===== src/rtl/cache_plru_tree.sv =====
// Tree pseudo-LRU replacement state for a set-associative cache.
// Serves READ/TOUCH/FILL requests and a multi-cycle FLUSH sweep over all sets.
module cache_plru_tree #(
  parameter int unsigned WAYS     = 8,
  parameter int unsigned WAYS_REP = $clog2(WAYS),
  parameter int unsigned SETS     = 64,
  parameter int unsigned INDEX    = $clog2(SETS)
) (
  input  logic                clk,
  input  logic                rst_n,
  input  logic                req_valid,
  output logic                req_ready,
  input  logic [1:0]          req_op,
  input  logic [INDEX-1:0]    req_set,
  input  logic [WAYS_REP-1:0] req_way,
  output logic                rsp_valid,
  output logic [WAYS_REP-1:0] rsp_way,
  output logic [INDEX-1:0]    rsp_set,
  output logic                busy,
  output logic                flush_done
);

  localparam int unsigned NODES = WAYS - 1;
  localparam logic [1:0] OP_READ  = 2'b00;
  localparam logic [1:0] OP_TOUCH = 2'b01;
  localparam logic [1:0] OP_FILL  = 2'b10;
  localparam logic [1:0] OP_FLUSH = 2'b11;
  localparam logic [INDEX-1:0] LAST_SET = INDEX'(SETS - 1);

  typedef enum logic {S_IDLE, S_FLUSH} state_t;

  // Walk from the root: a set bit steers toward the lower ways.
  function automatic logic [WAYS_REP-1:0] victim_of(input logic [NODES-1:0] bits);
    logic [WAYS-1:0]     tree;
    logic [WAYS_REP-1:0] node;
    logic [WAYS_REP-1:0] way;
    logic                dir;
    tree = {1'b0, bits};
    node = '0;
    way  = '0;
    for (int unsigned lvl = 0; lvl < WAYS_REP; lvl++) begin
      dir  = ~tree[node];
      way  = WAYS_REP'({way, dir});
      node = WAYS_REP'({node, 1'b0}) + (dir ? WAYS_REP'(2) : WAYS_REP'(1));
    end
    return way;
  endfunction

  // Point every node on the way's path away from it.
  function automatic logic [NODES-1:0] mru_of(input logic [NODES-1:0] bits,
                                              input logic [WAYS_REP-1:0] way);
    logic [WAYS-1:0]     tree;
    logic [WAYS_REP-1:0] node;
    logic [WAYS_REP-1:0] path;
    logic                dir;
    tree = {1'b0, bits};
    node = '0;
    path = way;
    for (int unsigned lvl = 0; lvl < WAYS_REP; lvl++) begin
      dir        = path[WAYS_REP-1];
      path       = WAYS_REP'({path, 1'b0});
      tree[node] = dir;
      node       = WAYS_REP'({node, 1'b0}) + (dir ? WAYS_REP'(2) : WAYS_REP'(1));
    end
    return tree[NODES-1:0];
  endfunction

  state_t              state_q;
  state_t              state_d;
  logic [INDEX-1:0]    cnt_q;
  logic [NODES-1:0]    plru_q [SETS];
  logic [NODES-1:0]    cur_bits;
  logic [WAYS_REP-1:0] victim;
  logic [NODES-1:0]    touch_bits;
  logic [NODES-1:0]    fill_bits;
  logic                accept;

  assign accept     = req_valid && req_ready;
  assign cur_bits   = plru_q[req_set];
  assign victim     = victim_of(cur_bits);
  assign touch_bits = mru_of(cur_bits, req_way);
  assign fill_bits  = mru_of(cur_bits, victim);

  always_ff @(posedge clk) begin
    if (!rst_n) state_q <= S_IDLE;
    else        state_q <= state_d;
  end

  always_comb begin
    state_d = state_q;
    case (state_q)
      S_IDLE:  if (accept && req_op == OP_FLUSH) state_d = S_FLUSH;
      S_FLUSH: if (cnt_q == LAST_SET) state_d = S_IDLE;
      default: state_d = S_IDLE;
    endcase
  end

  always_comb begin
    req_ready = 1'b0;
    busy      = 1'b0;
    case (state_q)
      S_IDLE:  req_ready = 1'b1;
      S_FLUSH: busy      = 1'b1;
      default: req_ready = 1'b0;
    endcase
  end

  // Flush sweep owns the array; otherwise accepted TOUCH/FILL write their set.
  always_ff @(posedge clk) begin
    if (!rst_n) begin
      plru_q <= '{default: '0};
    end else if (state_q == S_FLUSH) begin
      plru_q[cnt_q] <= '0;
    end else if (accept && req_op == OP_TOUCH) begin
      plru_q[req_set] <= touch_bits;
    end else if (accept && req_op == OP_FILL) begin
      plru_q[req_set] <= fill_bits;
    end
  end

  always_ff @(posedge clk) begin
    if (!rst_n) begin
      cnt_q      <= '0;
      flush_done <= 1'b0;
    end else begin
      flush_done <= (state_q == S_FLUSH) && (cnt_q == LAST_SET);
      if (state_q == S_FLUSH)                    cnt_q <= cnt_q + INDEX'(1);
      else if (accept && req_op == OP_FLUSH)     cnt_q <= '0;
    end
  end

  // Response carries the pre-update victim; way/set hold when idle.
  always_ff @(posedge clk) begin
    if (!rst_n) begin
      rsp_valid <= 1'b0;
      rsp_way   <= '0;
      rsp_set   <= '0;
    end else begin
      rsp_valid <= accept && (req_op == OP_READ || req_op == OP_FILL);
      if (accept && (req_op == OP_READ || req_op == OP_FILL)) begin
        rsp_way <= victim;
        rsp_set <= req_set;
      end
    end
  end

endmodule

===== config.mk =====
export PLATFORM = sky130hd
export DESIGN_NAME = cache_plru_tree
export DESIGN_NICKNAME = d
export VERILOG_FILES = /design/src/rtl/cache_plru_tree.sv
export SDC_FILE = /design/constraint.sdc
export NUM_CORES = 1
export LEC_CHECK = 0
export CORE_ASPECT_RATIO = 0.6
export CORE_UTILIZATION = 40
export CTS_CLUSTER_SIZE = 12
export DETAILED_ROUTE_END_ITERATION = 8
export PLACE_DENSITY = 0.52
export SLEW_MARGIN = 20
export SYNTH_ARGS = -nofsm -noshare
export SYNTH_HDL_FRONTEND = slang
export SYNTH_SLANG_ARGS = --single-unit
export TNS_END_PERCENT = 5

===== constraint.sdc =====
create_clock -name clk -period 13.6 [get_ports clk]
set_input_delay 4.08 -clock clk [delete_from_list [all_inputs] [get_ports clk]]
set_output_delay 4.08 -clock clk [all_outputs]
set_load 0.05 [all_outputs]

# After elaboration in Yosys (flattened, before gate mapping)
# Cells that the tools add are included.
[totals]
regBits = 466
latchBits = 0
ramBits = 0
rom_bits = 0
in_bits = 14
elab_cells = 152
memories = 0
[classes]
addsub = 3
multipliers = 0
n_div = 0
magnitude_cmp = 12
n_eq_ne = 4
shift = 0
mux = 39
bitwise_logic = 8
reduce_logical = 16
[ops]
columns = ["cell", "count"]
rows = [
  ["$mux 448", 3],
  ["$bwmux 448", 2],
  ["$and 448x448->448", 1],
  ["$not 448->448", 1],
  ["$demux 7 s6", 2],
  ["$bmux 7 s6", 1],
  ["$bwmux 8", 4],
  ["$mux 7", 4],
  ["$ge 7x7->1 const B", 2],
  ["$lt 7x1->1 const B", 2],
  ["$not 6->7", 2],
  ["$demux 1 s3", 4],
  ["$logic_and 1x1->1", 12],
  ["$mux 6", 2],
  ["$mux 1", 10],
  ["$lt 2x4->1 const B", 2],
  ["$lt 3x4->1 const B", 2],
  ["$mux 2", 4],
  ["$add 3x2->3", 2],
  ["$add 6x1->6 const B", 1],
  ["$bmux 1 s3", 2],
  ["$eq 6x6->1 const B", 1],
  ["$ge 3x1->1 const B", 2],
  ["$eq 2x2->1 const B", 2],
  ["other kinds (8)", 12],
]

# Longest topological paths before layout
[logic_depth]
ltp_word = 18
mapped_depth = 20
ltp_nobuf = 13

# Least setup slack after synthesis
# Ideal clock, no wire load.
[synth_timing]
kind = "input -> register"
from = "input port req_set[0]"
to = "register plru_q[160] (netlist name)"
setup_ps = 135
arrival_ps = 7506
required_ps = 13465
slack_ps = 5959
cell_stages = 18
n_path_buf = 5
cell_sequence = "buf_6 > buf_4 > buf_6 > mux2_2 > a22oi_1 > o221ai_1 > a211o_1 > nor4b_2 > inv_1 > ha_1 > inv_1 > nand4_1 > or3_1 > a311oi_1 > o31a_1 > buf_6 > buf_6 > o31ai_2"
[synth_between]
elab_chain_len = 18
[synth_rtl]
columns = ["element", "line", "source"]
rows = [
  ["from (decl)", "14", "input logic [INDEX-1:0] req_set,"],
  ["$not 6->7 (not written as such) *", "79, 115, 117", ""],
  ["$bmux 7 s6", "79", "assign cur_bits = plru_q[req_set];"],
  ["$mux 7 (not written as such) (2 in a row)", "79", ""],
  ["$mux 2", "44, 63", ""],
  ["$bmux 1 s3", "42", "dir = ~tree[node];"],
  ["$mux 1 (not written as such)", "42", ""],
  ["$mux 2", "44, 63", ""],
  ["$add 3x2->3", "44, 63", ""],
  ["$lt 3x4->1 (not written as such) or $ge 3x1->1 (tied branches)", "62", "tree[node] = dir;"],
  ["$logic_and 1x1->1 (not written as such)", "62", ""],
  ["$mux 1 (not written as such)", "62", ""],
  ["$demux 1 s3", "62", ""],
  ["$bwmux 8", "62", ""],
  ["$bwmux 448", "117", "plru_q[req_set] <= fill_bits;"],
  ["$mux 448", "116", "end else if (accept && req_op == OP_FILL) begin"],
  ["$mux 448 *", "114", "end else if (accept && req_op == OP_TOUCH) begin"],
  ["$mux 448 *", "112", "end else if (state_q == S_FLUSH) begin"],
  ["to (signal, indexed assignment)", "115", "plru_q[req_set] <= touch_bits;"],
  ["to (signal, indexed assignment)", "117", ""],
  ["to (decl)", "71", "logic [NODES-1:0] plru_q [SETS];"],
]
# Mark *: on every way between the ends. The rest lies on a longest branch, timed or not. The select of a mux whose other input is x is not followed.
# A chain may end at the register's enable or synchronous reset.

# Final worst setup path
[layout_timing]
from = "input port req_set[0]"
to = "register plru_q[206] (netlist name)"
# Same word-level chain as after synthesis.

==> metrics.txt <==
Layout fillers ~5.1k; Root Buffer clkbuf_16; PortBufs 26; number of setup buffers added after CTS 0; DP Wirelength around 62 mm; CP startpoint req_set[0]; CP Capture Point plru_q[206]; Power, Total between 2 and 3 mW; synthesis-to-layout area growth 9.99%; die area 54400 um^2; CTS Hold Bufs 0; hold path startpoint plru_q[433]; EDFF count, synth 0; layout cells sized above 1 0.125; startpoint types input pin; Synth area leaders dfxtp_1 (44%), mux4_2 (6.7%), nand2_1 (6.7%); f_max between 100 and 150 MHz; DRT Pass-1 Iters 6; num ports 27; Post-synth top cells dfxtp_1 (466), nand2_1 (384), o21ai_0 (221); RSZ-0062 raised after global routing false; die extent in y approximately 180 um; mean area per synthesized cell roughly 9 um^2; Initial Util 0.406; Ant. Diodes 0; PostCTS Resize Cnt 0; top-count cell post-synth dfxtp_1; CTS Buffer Depth 3; Via density 6.71; clk_skew ~0.033 ns; Peak VDD IR around 91 uV; grt total ovfl 0; Overall Global Routing Usage 0.345; row cnt 65; crit path time final 9.48 ns; Power Density roughly 130 nW/um^2; Core ar. between 50000 and 60000 um^2; Clk Latency, worst-skew pair ~0.61 ns; CTS Buf Count between 40 and 50; first-pass GRT wire length 137 mm; Synth Instances around 2.4k; share of the synthesized area in the top cell type 0.437; worst r2r dst plru_q[206]; Hold WS 0.448 ns; final setup fails 0; period utilization 0.697; total negative slack 0 ns; RD Place Congestion ~0.96; sequential cell area fraction in the yosys report 0.437; Chip Width 300 um; Avg WL per Cell ~32 um; MaxCap Viol Count 0; synth warn 0; antenna-violating nets left 0; largest net degree at the start of global routing 80; slew margin rel. 0.219; Slew Viols, Final 0; ys flop type dfxtp_1; worst hold path type register to register; Fin. Hold Viols 0; post-synth cell types 77; worst slew pin tran around 1.2 ns; H-tree levels 2; Critical Path End Type register; DRC violations left 0; DRT iter0 DRCs 3099; leakage power just under 8 nW; r2r setup slk between 8 and 9 ns; Data arrival, critical path roughly 10 ns; clock sink count 466; clock slew at reported path FFs 0.06 ns; RR Startpoint plru_q[149]; Final Net Count 2307; R2R cell count 15; Mapped Area approximately 21000 um^2; syn_nets 2374; TritonCTS clock tree yes; vias in the first global route about 19k; Worst Path Required between 10 and 15 ns; drt total wl ~95 mm; critical path peak fanout 45; Yosys top cell by area dfxtp_1; DR vias 20.2k; number of antenna violations at the first check in global routing 3; kind of critical path input pin to register; status completed; FFs w/ async S/R, synth 0; synthesized flop and latch total around 470
layout make-up:
class	count	area, um^2	area share
multi-input cells	1666	11100	0.471
flip-flops and latches	466	9330	0.397
clock buffers	73	1390	0.0591
well taps	703	880	0.0374
repair buffers	92	759	0.0323
inverters	12	47.5	0.00202
clock inverters	2	10.0	0.000426
worst min path at each step:
stage	cells past startpoint	end
floorplan	2	plru_q[114]
global placement	2	plru_q[61]
detailed placement	2	plru_q[114]
CTS	2	plru_q[76]
global route	2	plru_q[320]
finish	2	plru_q[433]
state kept, by name (all words and copies together) (netlist names):
register,flops
cnt_q,6
rsp_way,3
flush_done,1
state_q,1
rsp_set,6
rsp_valid,1
plru_q,448
stage by stage:
stage / std cells / setup slack, ns / utilization / cell area, um^2
after CTS: 3014 / 3.97 / 0.446 / 23500
after global routing: 3014 / 3.93 / 0.446 / 23500
after floorplan: 2352 / 5.96 / - / 21400
final: 3014 / 4.12 / 0.446 / 23500
after global placement: 2939 / 3.41 / 0.420 / 22100
after detailed placement: 2939 / 3.35 / 0.420 / 22100
routing by layer:
metal,share of wire,vias up,GRT usage
met1,0.45,10100,0.526
li1,-,8586,-
met3,0.13,212,0.0964
met4,0.030,0,0.0971
met5,0,-,0
met2,0.39,1339,0.463
power breakdown:
part           switching [mW]  total [mW]  internal [mW]
sequential            0.00435        1.38           1.37
clock                   0.567        1.26          0.694
combinational           0.278       0.344         0.0653
logic make-up (layout without fill, tap and decap cells):
family / count (synthesis) / count (layout) / synth area share
AOI/OAI and AO/OA: 762 / 762 / 0.253
xor gates and xnor gates: 2 / 2 / 0.000820
adders and majority gates: 8 / 8 / 0.00469
buffers and inverters: 220 / 179 / 0.0500
DFF: 466 / 466 / 0.437
muxes: 124 / 124 / 0.0977
and+or+nand+nor: 770 / 770 / 0.157
worst max-delay path, stage by stage:
cell	delay, ns
buf_4	0.63
inv_2	0.56
a221o_1	0.42
a222oi_1	0.54
o22ai_1	0.19
nor4b_2	0.50
inv_1	0.10
ha_1	0.24
inv_1	0.13
nand4_1	0.23
o21a_1	0.26
o211ai_1	0.18
buf_4	0.44
nand2_1	0.67
buf_4	0.48
o21ai_0	0.21
layout by cell type (no fill, tap or decap), types with 25 or more instances in the layout:
cell	n
a21oi_1	72
a221oi_1	36
a22o_1	106
a22oi_1	27
a31oi_1	57
a32o_1	80
and2_1	26
buf_4	67
clkbuf_16	50
dfxtp_1	465
mux2_2	34
mux4_2	64
nand2_1	384
nand3_1	46
nor2_1	179
nor3_1	56
o21ai_0	221
o21ai_1	40
o31ai_1	25
Power figures use the tool's default switching activity.
